### config.mk
export PLATFORM = sky130hd
export DESIGN_NAME = uart_rx_param
export DESIGN_NICKNAME = d
export VERILOG_FILES = /design/src/rtl/uart_rx_param.sv
export SDC_FILE = /design/constraint.sdc
export NUM_CORES = 1
export LEC_CHECK = 0
export CAP_MARGIN = 0
export CELL_PAD_IN_SITES_DETAIL_PLACEMENT = 0
export CELL_PAD_IN_SITES_GLOBAL_PLACEMENT = 2
export CORE_MARGIN = 4
export CORE_UTILIZATION = 34
export CTS_BUF_LIST = sky130_fd_sc_hd__clkbuf_4 sky130_fd_sc_hd__clkbuf_8 sky130_fd_sc_hd__clkbuf_16
export DETAILED_ROUTE_END_ITERATION = 8
export GPL_TIMING_DRIVEN = 0
export MAX_ROUTING_LAYER = met4
export PLACE_DENSITY_LB_ADDON = 0.15
export SLEW_MARGIN = 30
export SYNTH_ARGS = -nofsm -noshare
export SYNTH_HDL_FRONTEND = slang
export SYNTH_SLANG_ARGS = --single-unit
export TNS_END_PERCENT = 100
### constraint.sdc
create_clock -name clk -period 1.9 [get_ports clk]
set_input_delay 0.38 -clock clk [delete_from_list [all_inputs] [get_ports clk]]
set_output_delay 0.38 -clock clk [all_outputs]
set_load 0.1 [all_outputs]
### src/rtl/uart_rx_param.sv
// Parametrised UART receiver: configurable data width, parity and stop length, 3-sample
// majority voting, input synchroniser, start-glitch rejection, framing/parity/break flags.
module uart_rx_param #(
    parameter int unsigned DBIT    = 8,
    parameter int unsigned OVS     = 16,
    parameter int unsigned SB_TICK = 16,
    parameter int unsigned PARITY  = 0
) (
    input  logic            clk,
    input  logic            reset,
    input  logic            rx,
    input  logic            s_tick,
    output logic            rx_done_tick,
    output logic [DBIT-1:0] rx_dout,
    output logic            parity_err,
    output logic            frame_err,
    output logic            break_det,
    output logic            busy
);

    localparam int unsigned SW = $clog2(SB_TICK);
    localparam int unsigned NW = $clog2(DBIT);

    localparam logic [SW-1:0] S_VOTE0    = SW'(OVS / 2 - 1);
    localparam logic [SW-1:0] S_VOTE1    = SW'(OVS / 2);
    localparam logic [SW-1:0] S_VOTE2    = SW'(OVS / 2 + 1);
    localparam logic [SW-1:0] S_BIT_END  = SW'(OVS - 1);
    localparam logic [SW-1:0] S_STOP_END = SW'(SB_TICK - 1);
    localparam logic [NW-1:0] N_LAST     = NW'(DBIT - 1);

    typedef enum logic [2:0] {
        StIdle,
        StStart,
        StData,
        StPar,
        StStop,
        StBrkWait
    } state_e;

    state_e          state_q;
    logic            rx_meta_q;
    logic            rx_s_q;
    logic [SW-1:0]   s_q;
    logic [NW-1:0]   n_q;
    logic [1:0]      smp_q;
    logic [DBIT-1:0] shreg_q;
    logic            par_q;
    logic            stop_q;

    logic vote;
    logic par_mis;
    logic is_break;

    // Third sample is taken live from rx_s on the vote tick.
    assign vote = (smp_q[0] & smp_q[1]) | (smp_q[0] & rx_s_q) | (smp_q[1] & rx_s_q);

    always_comb begin
        par_mis = 1'b0;
        if (PARITY == 1) begin
            par_mis = (^shreg_q) ^ par_q;
        end else if (PARITY == 2) begin
            par_mis = ~((^shreg_q) ^ par_q);
        end
    end

    assign is_break = (shreg_q == '0) && ((PARITY == 0) || !par_q) && !stop_q;
    assign busy     = (state_q != StIdle);

    always_ff @(posedge clk) begin
        if (reset) begin
            state_q      <= StIdle;
            rx_meta_q    <= 1'b1;
            rx_s_q       <= 1'b1;
            s_q          <= '0;
            n_q          <= '0;
            smp_q        <= '0;
            shreg_q      <= '0;
            par_q        <= 1'b0;
            stop_q       <= 1'b0;
            rx_done_tick <= 1'b0;
            rx_dout      <= '0;
            parity_err   <= 1'b0;
            frame_err    <= 1'b0;
            break_det    <= 1'b0;
        end else begin
            rx_meta_q    <= rx;
            rx_s_q       <= rx_meta_q;
            rx_done_tick <= 1'b0;

            if (s_tick && (state_q != StIdle) && (state_q != StBrkWait)) begin
                if (s_q == S_VOTE0) smp_q[0] <= rx_s_q;
                if (s_q == S_VOTE1) smp_q[1] <= rx_s_q;
            end

            unique case (state_q)
                StIdle: begin
                    if (!rx_s_q) begin
                        state_q <= StStart;
                        s_q     <= '0;
                    end
                end
                StStart: begin
                    if (s_tick) begin
                        if ((s_q == S_VOTE2) && vote) begin
                            state_q <= StIdle;
                        end else if (s_q == S_BIT_END) begin
                            s_q     <= '0;
                            n_q     <= '0;
                            state_q <= StData;
                        end else begin
                            s_q <= s_q + 1'b1;
                        end
                    end
                end
                StData: begin
                    if (s_tick) begin
                        if (s_q == S_VOTE2) shreg_q <= {vote, shreg_q[DBIT-1:1]};
                        if (s_q == S_BIT_END) begin
                            s_q <= '0;
                            if (n_q == N_LAST) begin
                                state_q <= (PARITY != 0) ? StPar : StStop;
                            end else begin
                                n_q <= n_q + 1'b1;
                            end
                        end else begin
                            s_q <= s_q + 1'b1;
                        end
                    end
                end
                StPar: begin
                    if (s_tick) begin
                        if (s_q == S_VOTE2) par_q <= vote;
                        if (s_q == S_BIT_END) begin
                            s_q     <= '0;
                            state_q <= StStop;
                        end else begin
                            s_q <= s_q + 1'b1;
                        end
                    end
                end
                StStop: begin
                    if (s_tick) begin
                        if (s_q == S_VOTE2) stop_q <= vote;
                        // stop_q was voted earlier in the stop period, so it is valid here.
                        if (s_q == S_STOP_END) begin
                            s_q          <= '0;
                            rx_done_tick <= 1'b1;
                            rx_dout      <= is_break ? '0 : shreg_q;
                            parity_err   <= par_mis;
                            frame_err    <= !stop_q;
                            break_det    <= is_break;
                            state_q      <= is_break ? StBrkWait : StIdle;
                        end else begin
                            s_q <= s_q + 1'b1;
                        end
                    end
                end
                StBrkWait: begin
                    if (rx_s_q) state_q <= StIdle;
                end
                default: state_q <= StIdle;
            endcase
        end
    end

endmodule

; ---- Word level (Yosys, flattened, before mapping)
; Cells that the tools add are included.
[op_classes]
addsub = 2
eq_ne = 26
n_mux = 29
bitwise_logic = 7
n_reduce_logical = 20
[op_table]
columns = operator, n
row1 = $mux 3, 19
row2 = $ne 2x2->1 const B, 13
row3 = $mux 4, 5
row4 = $pmux 3 s6, 1
row5 = $eq 4x4->1 const B, 3
row6 = $pmux 4 s3, 1
row7 = $reduce_and 11->1, 1
row8 = $eq 3x3->1 const B, 3
row9 = $reduce_and 3->1, 3
row10 = $logic_not 8->1, 1
row11 = $mux 8, 1
row12 = $reduce_and 7->1, 1
row13 = $eq 3x2->1 const B, 2
row14 = $ne 3x3->1 const B, 2
row15 = $pmux 3 s2, 1
row16 = $reduce_bool 3->1, 2
row17 = $reduce_or 3->1, 2
row18 = $reduce_and 5->1, 1
row19 = $add 4x1->4 const B, 1
row20 = $eq 4x3->1 const B, 1
row21 = $logic_and 1x1->1, 4
row22 = $reduce_and 2->1, 2
row23 = $add 3x1->3 const B, 1
row24 = $and 1x1->1, 3
row25 = other kinds (8), 10
[totals]
regBits = 34
in_bits = 4
wordCells = 97

; ---- Depth between registers and ports, before layout
; Gate-level depths: netlist of the first run.
[logic_depth]
depth_word = 7
mapped_depth = 7
ltp_nobuf = 7

; ---- Worst setup path after synthesis of the first run
; Ideal clock, no wire load.
[synth_timing]
path_type = register -> register
from = reg state_q[1]
to = reg s_q[0]
setup_time_ns = 0.070
arrival_ns = 1.885
required_time_ns = 1.830
slack_ns = -0.056
stages_incl_launch_ff = 5
path_buffers = 0
synth_period_minus_slack_ns = 1.956
path_cell_list = dfxtp_1 -> or3_1 -> nand2_1 -> or4_1 -> a21oi_1
[synth_via]
elab_chain_len = 4
elab_cells_between_ends = 13
cone_classes = 8 x eq/ne / 1 x mux / 4 x reduce/logical
[synth_rtl]
columns = element, line_no
row1 = from (decl), 40  ; state_e state_q;
row2 = from (signal assigned), 71  ; state_q <= StIdle;
row3 = from (signal assigned), 98  ; state_q <= StStart;
row4 = from (signal assigned), 105  ; state_q <= StIdle;
row5 = $eq 3x3->1 / $eq 3x2->1 (equally long branches), 95  ; unique case (state_q)
row6 = $reduce_or 3->1 (no line), n/a
row7 = $ne 2x1->1 (no line) / $reduce_bool 3->1 (equally long branches), n/a
row8 = $reduce_and 5->1 (no line), n/a
row9 = to (signal assigned), 111  ; s_q <= s_q + 1'b1;
row10 = to (signal assigned), 126  ; s_q <= s_q + 1'b1;
row11 = to (signal assigned), 137  ; s_q <= s_q + 1'b1;
row12 = to (decl), 43  ; logic [SW-1:0] s_q;
; Several ways; a longest one is shown, not always the timed one.
; A chain may end at the register's enable or synchronous reset.

; ---- Worst setup path after layout of the first run
[layout_timing]
from = reg rx_dout[5]
to = out rx_dout[5]
[layout_rtl]
columns = element, line_no
row1 = from (decl), 14  ; output logic [DBIT-1:0] rx_dout,
row2 = from (signal assigned), 148  ; rx_dout <= is_break ? '0 : shreg_q;
; No word-level cell between the ends.

==> results.md, run 1 <==
- Initial antenna violation count: 0
- Yosys cell types: 40
- Htree depth: 2
- CTS tree: done
- Sequential-to-total area share from yosys stat: 41.8%
- Max incr delay on CP: approximately 860 ps
- RSZ-0062 raised after global routing: false
- Detailed-router iteration count before antenna repair: 4
- Worst hold-check path type: register to register
- Finished layout cell area: just under 2000 sq um
- Vias per cell: between 5 and 6
- DRC: 0
- CTS Hold Bufs: 0
- FMAX: 0.541 GHz
- Routed WL: between 3000 and 4000 um
- Fin crit period: between 1500 and 2000 ps
- Final hold vios: 0
- Routed Antenna Nets: 0
- Vias in the first global route: between 1000 and 1500
- Critical Path RT: about 1500 ps
- Skew final: about 4.1 ps
- Top delay family on crit path: buffers and inverters
- Share of the synthesized area in the top cell type: between 40% and 50%
- Via count: 1358
- Synth top cells by count: 34 x dfxtp_1, 34 x nor2_1, 22 x mux2i_1, 13 x nand2_1
- Dominant synthesized flop cell: dfxtp_1
- I/O pins: 17
- Layout cell share with drive strength beyond 1: ~16%
- Cell breakdown of the critical path: dlygate4sd2_1
- Setup crit end kind: output pin
- Yosys warning count: 0
- Post-DP Area: 1840 sq um
- Layout Utilization: about 43%
- CP arrival: between 1000 and 1500 ps
- Final Power: 1.32 mW
- Count of state elements after synthesis: 34
- Ant diodes: 0
- Pins Over Slew Limit: 0
- Post-Syn Area: ~1600 sq um
- WS Path Type: register to output pin
- Period utilization: a little over nine tenths
- First-pass GRT wire length: 6090 um
- Pwr dens: a little under 700 nW/um^2
- Core area: ~4500 sq um
- Setup TNS: 0 ps
- CP bufs+invs: 1
- Longest Clk Path Bufs: 2
- Status: finished, final reports clean
- Slew @ Worst Pin: roughly 960 ps
- Reg clk slew, reported paths: approximately 70 ps
- Syn_nets: about 200
- Crit-path max FO: 2
- Die width: 77.2 um
- GRT Util Overall: between 10% and 20%
- Synth area leader: dfxtp_1
- Syn Inst Count: between 150 and 200
- Row cnt: 24
- Synth async-reset ratio: 0%
- Leak Pwr: 0.883 nW
- Die Area: between 5000 and 6000 sq um
- Area contributors post-synth: dfxtp_1 42%, mux2i_1 14%, nor2_1 7.8%, ha_1 3.8%, nand2_1 3.0%
- Area grow syn2layout: 19.5%
- Clock latency on the worst-skew pair: 280 ps
- Starting Density: 36.2%
- Routed length per instance: 13.8 um
- Nature of the critical path startpoint: register
- Grt ovf: 0
- Initial DRC Count: 97
- Max IR drop VDD: roughly 0.44 mV
- Inserted Clock Buffers: 5
- Max cap viols: 0
- Detailed placement HPWL: between 2000 and 3000 um
- Mapped Avg Cell Area: slightly below 9 sq um
- CTS Sinks: 34
- Die Y: between 70 and 80 um
- Net count, final: between 200 and 250
- Number of I/O port buffers: 14
- Largest net degree at the start of global routing: 12
- Post-synth EDFFs: 0
- Slowest CP cell: dlygate4sd2_1
- Setup Viol. Count Final: 0
- Slew headroom: 36.0%
- GPL Wtd Cong: about 0.8
- Clk root buf: clkbuf_8
through the flow:
stage               instances  hold slack [ps]  setup slack (ps)
floorplan                 187              389               210
global placement          253              398              -321
detailed placement        253              403              -312
CTS                       260              419              -245
global route              261              449             0.775
finish                    261              412              51.1
power breakdown:
group | leakage [nW] | total (mW) | internal (mW) | switching (mW)
registers | 0.275 | 0.719 | 0.716 | 0.00259
logic | 0.572 | 0.0911 | 0.0280 | 0.0630
clock network | 0.0362 | 0.513 | 0.250 | 0.263
sequential cells by signal (all words and copies together) (netlist names):
register / flops
shreg_q: 8
n_q: 3
frame_err: 1
s_q: 4
rx_done_tick: 1
state_q: 3
break_det: 1
stop_q: 1
rx_meta_q: 1
rx_dout: 8
smp_q: 2
rx_s_q: 1
path summary, 6_finish.rpt:
check	slack [ps]	cells after the start	end	start
setup / recovery	50	1	rx_dout[5]	rx_dout[5]$_SDFFE_PP0P_
hold / removal	410	1	rx_s_q$_SDFF_PP1_	rx_meta_q$_SDFF_PP1_
setup reg to reg	130	7	s_q[0]$_SDFFE_PP0P_	s_q[1]$_SDFFE_PP0P_
hold reg to reg	410	1	rx_s_q$_SDFF_PP1_	rx_meta_q$_SDFF_PP1_
placed cells by master, fill, tap and decap left out, drive strengths merged:
cell type and n:
nand2 13, or3 2, and4 1, nor4b 1
nor2 34, nand3b 4, conb 1, clkdlybuf4s50 2
nand4 2, nand2b 1, dfxtp 34, clkbuf 11
clkinvlp 2, nor3 4, mux2i 22, nor3b 1
maj3 1, xor2 1, or4 2, buf 6
a31oi 1, nor2b 1, and3 3, and2 1
a211oi 4, dlygate4sd2 7, o21ai 9, o211ai 1
and3b 1, a21oi 10, clkdlybuf4s15 4, o22ai 2
ha 5, nor4 1, or2 3, inv 5
nand3 5, mux2 1
per-layer routing:
layer	GRT usage (%)	up-vias	part of all wire, %	wire length, um
li1	-	691	-	-
met1	14.8	626	45	1610
met2	21.9	32	49	1770
met3	3.98	9	4.3	157
met4	4.80	0	1.9	69
met5	-	-	0	0
timing repair:
item	4_1_cts	5_1_grt
pin swaps	0	2
setup buffers	0	1
endpoints found under the setup margin	14	26
gates cloned	0	0
resized for setup	14	18
cell type report:
class	instances	area [sq um]
fill	461	2560
multi-input combinational	138	906
sequential	34	683
timing repair buffer	15	134
clock buffer	5	68.8
tap	52	65.1
buffer	10	56.3
inverter	5	18.8
clock inverter	2	15.0
cell families after synthesis:
family | Yosys count | synth area share (%)
buffers and inverters | 15 | 4.38
other | 1 | 0.230
multiplexers | 23 | 14.2
adder cells (fa/ha/maj) | 6 | 4.53
AO/OA/AOI/OAI | 27 | 9.83
flip-flops | 34 | 41.8
XOR/XNOR | 1 | 0.538
AND/OR/NAND/NOR | 80 | 24.5
(Power assumes the default switching activity.)
==> run 2, diff against run 1 <==
--- a/config.mk
+++ b/config.mk
@@ -15,6 +15,7 @@
 export GPL_TIMING_DRIVEN = 0
 export MAX_ROUTING_LAYER = met4
 export PLACE_DENSITY_LB_ADDON = 0.15
+export SKIP_CTS_REPAIR_TIMING = 1
 export SLEW_MARGIN = 30
 export SYNTH_ARGS = -nofsm -noshare
 export SYNTH_HDL_FRONTEND = slang
==> run 2 against run 1 <==
Compared with the run above:
- non-clock buffer count down 1
- core utilization up 0.61 points
- wire length down 0.61%
- largest power group unchanged
- highest routed layer unchanged
==> results.md, run 2 (synthesis gave the netlist of run 1 again) <==
- Status: finished, final reports clean
- Leak Pwr: about 1.0 nW
- Crit-path max FO: 6
- Initial antenna violation count: 0
- Detailed-router iteration count before antenna repair: 4
- Max incr delay on CP: just over 500 ps
- Final WS setup: 77.0 ps
- Pwr dens: around 670 nW/um^2
- CP arrival: around 1400 ps
- Final hold vios: 0
- Part of the power in registers: 54.3%
- Commonest non-fill, non-tap cell in the layout: nor2_1
- Starting Density: between 30 and 40%
- Routed Antenna Nets: 0
- Vias per cell: 5.22
- Setup Viol. Count Final: 0
- Max IR drop VDD: 0.436 mV
- Core area: 4500 sq um
- Most frequent cells in the layout: 34 x nor2_1, 33 x dfxtp_1, 22 x mux2i_1, 13 x nand2_1, 11 x dlymetal6s2s_1
- Detailed placement HPWL: approximately 2700 um
- Clock power frac: between 30% and 40%
- GRT Util Overall: between 10% and 20%
- RSZ-0062 raised after global routing: true
- Pins Over Slew Limit: 0
- Area grow syn2layout: 21.2%
- Top delay family on crit path: simple AND/OR/NAND/NOR gates
- Fin crit period: 1820 ps
- Layout Utilization: 43.8%
- Skew final: between 3 and 4 ps
- Layout cell share with drive strength beyond 1: around 14%
- Cell breakdown of the critical path: or3_2, buf_2
- Period utilization: a little over nine tenths
- DRC: 0
- Grt ovf: 0
- First-pass GRT wire length: just over 6000 um
- Sw Share: roughly 25%
- Slowest CP cell: or3_2
- Reg clk slew, reported paths: 70 ps
- Slew headroom: between 30% and 40%
- Sw Pwr: 0.329 mW
- Vias in the first global route: ~1300
- Slew @ Worst Pin: between 900 and 1000 ps
- Via count: 1358
- Htree depth: 2
- WS Path Type: register to output pin
- Die Y: between 70 and 80 um
- Critical Path RT: roughly 1500 ps
- Worst hold-check path type: register to register
- Initial DRC Count: 99
- Nature of the critical path startpoint: register
- CTS Sinks: 34
- Row cnt: 24
- Max cap viols: 0
- Longest Clk Path Bufs: 2
- CP bufs+invs: 1
- I/O pins: 17
- Setup crit end kind: output pin
- Pint: 0.994 mW
- Clk root buf: clkbuf_8
- Number of I/O port buffers: 14
- Die width: 77.2 um
- Clock latency on the worst-skew pair: between 200 and 300 ps
- Routed WL: between 3000 and 4000 um
- CTS tree: done
- Routed length per instance: ~14 um
- Largest registers: rx_dout x8, shreg_q x8, s_q x4
- Dpl ws: -312 ps
- Inserted Clock Buffers: 5
- GPL Wtd Cong: around 0.81
- Ant diodes: 0
- FMAX: about 0.55 GHz
- Largest net degree at the start of global routing: 12
- Net count, final: between 200 and 250
- Combinational power share: under 10%
- Die Area: around 6000 sq um
==> run 2: per-layer routing <==
metal	GRT usage [%]	part of all wire, %
met5	-	0
met4	4.80	2.1
met3	3.98	4.0
met2	21.8	48
met1	14.8	45
==> run 2: area by class of cell <==
| type | count | area, sq um |
|---|---|---|
| fill | 459 | 2530 |
| multi-input combinational | 138 | 906 |
| sequential | 34 | 682 |
| timing repair buffer | 14 | 163 |
| clock buffer | 5 | 68.8 |
| tap | 52 | 65.1 |
| buffer | 10 | 56.3 |
| inverter | 5 | 18.8 |
| clock inverter | 2 | 15.0 |
==> run 2: power by group through the flow <==
stage / clock network, mW / registers (mW) / logic [mW]
after floorplan: 0 / 0.735 / 0.0683
after global placement: 0 / 0.735 / 0.0889
after detailed placement: 0 / 0.735 / 0.0903
after CTS: 0.536 / 0.719 / 0.0904
after global routing: 0.574 / 0.719 / 0.0992
final: 0.513 / 0.719 / 0.0911
==> run 2: path summary, 6_finish.rpt <==
| kind | end | cells past startpoint | slack [ps] | start |
|---|---|---|---|---|
| max | busy | 2 | 80 | state_q[2]$_SDFFE_PP0P_ |
| min | rx_s_q$_SDFF_PP1_ | 1 | 410 | rx_meta_q$_SDFF_PP1_ |
| max reg2reg | s_q[0]$_SDFFE_PP0P_ | 7 | 120 | s_q[1]$_SDFFE_PP0P_ |
| min reg2reg | rx_s_q$_SDFF_PP1_ | 1 | 410 | rx_meta_q$_SDFF_PP1_ |
==> run 2: metrics by stage <==
step | instances | area (sq um) | TNS [ps] | power, mW | hold WS [ps]
finish | 260 | 1970 | 0 | 1.32 | 412
global route | 260 | 1970 | -34.5 | 1.39 | 449
CTS | 260 | 1920 | -3350 | 1.35 | 419
detailed placement | 253 | 1840 | -2990 | 0.826 | 403
global placement | 253 | 1840 | -2610 | 0.824 | 398
floorplan | 187 | 1630 | 0 | 0.803 | 389
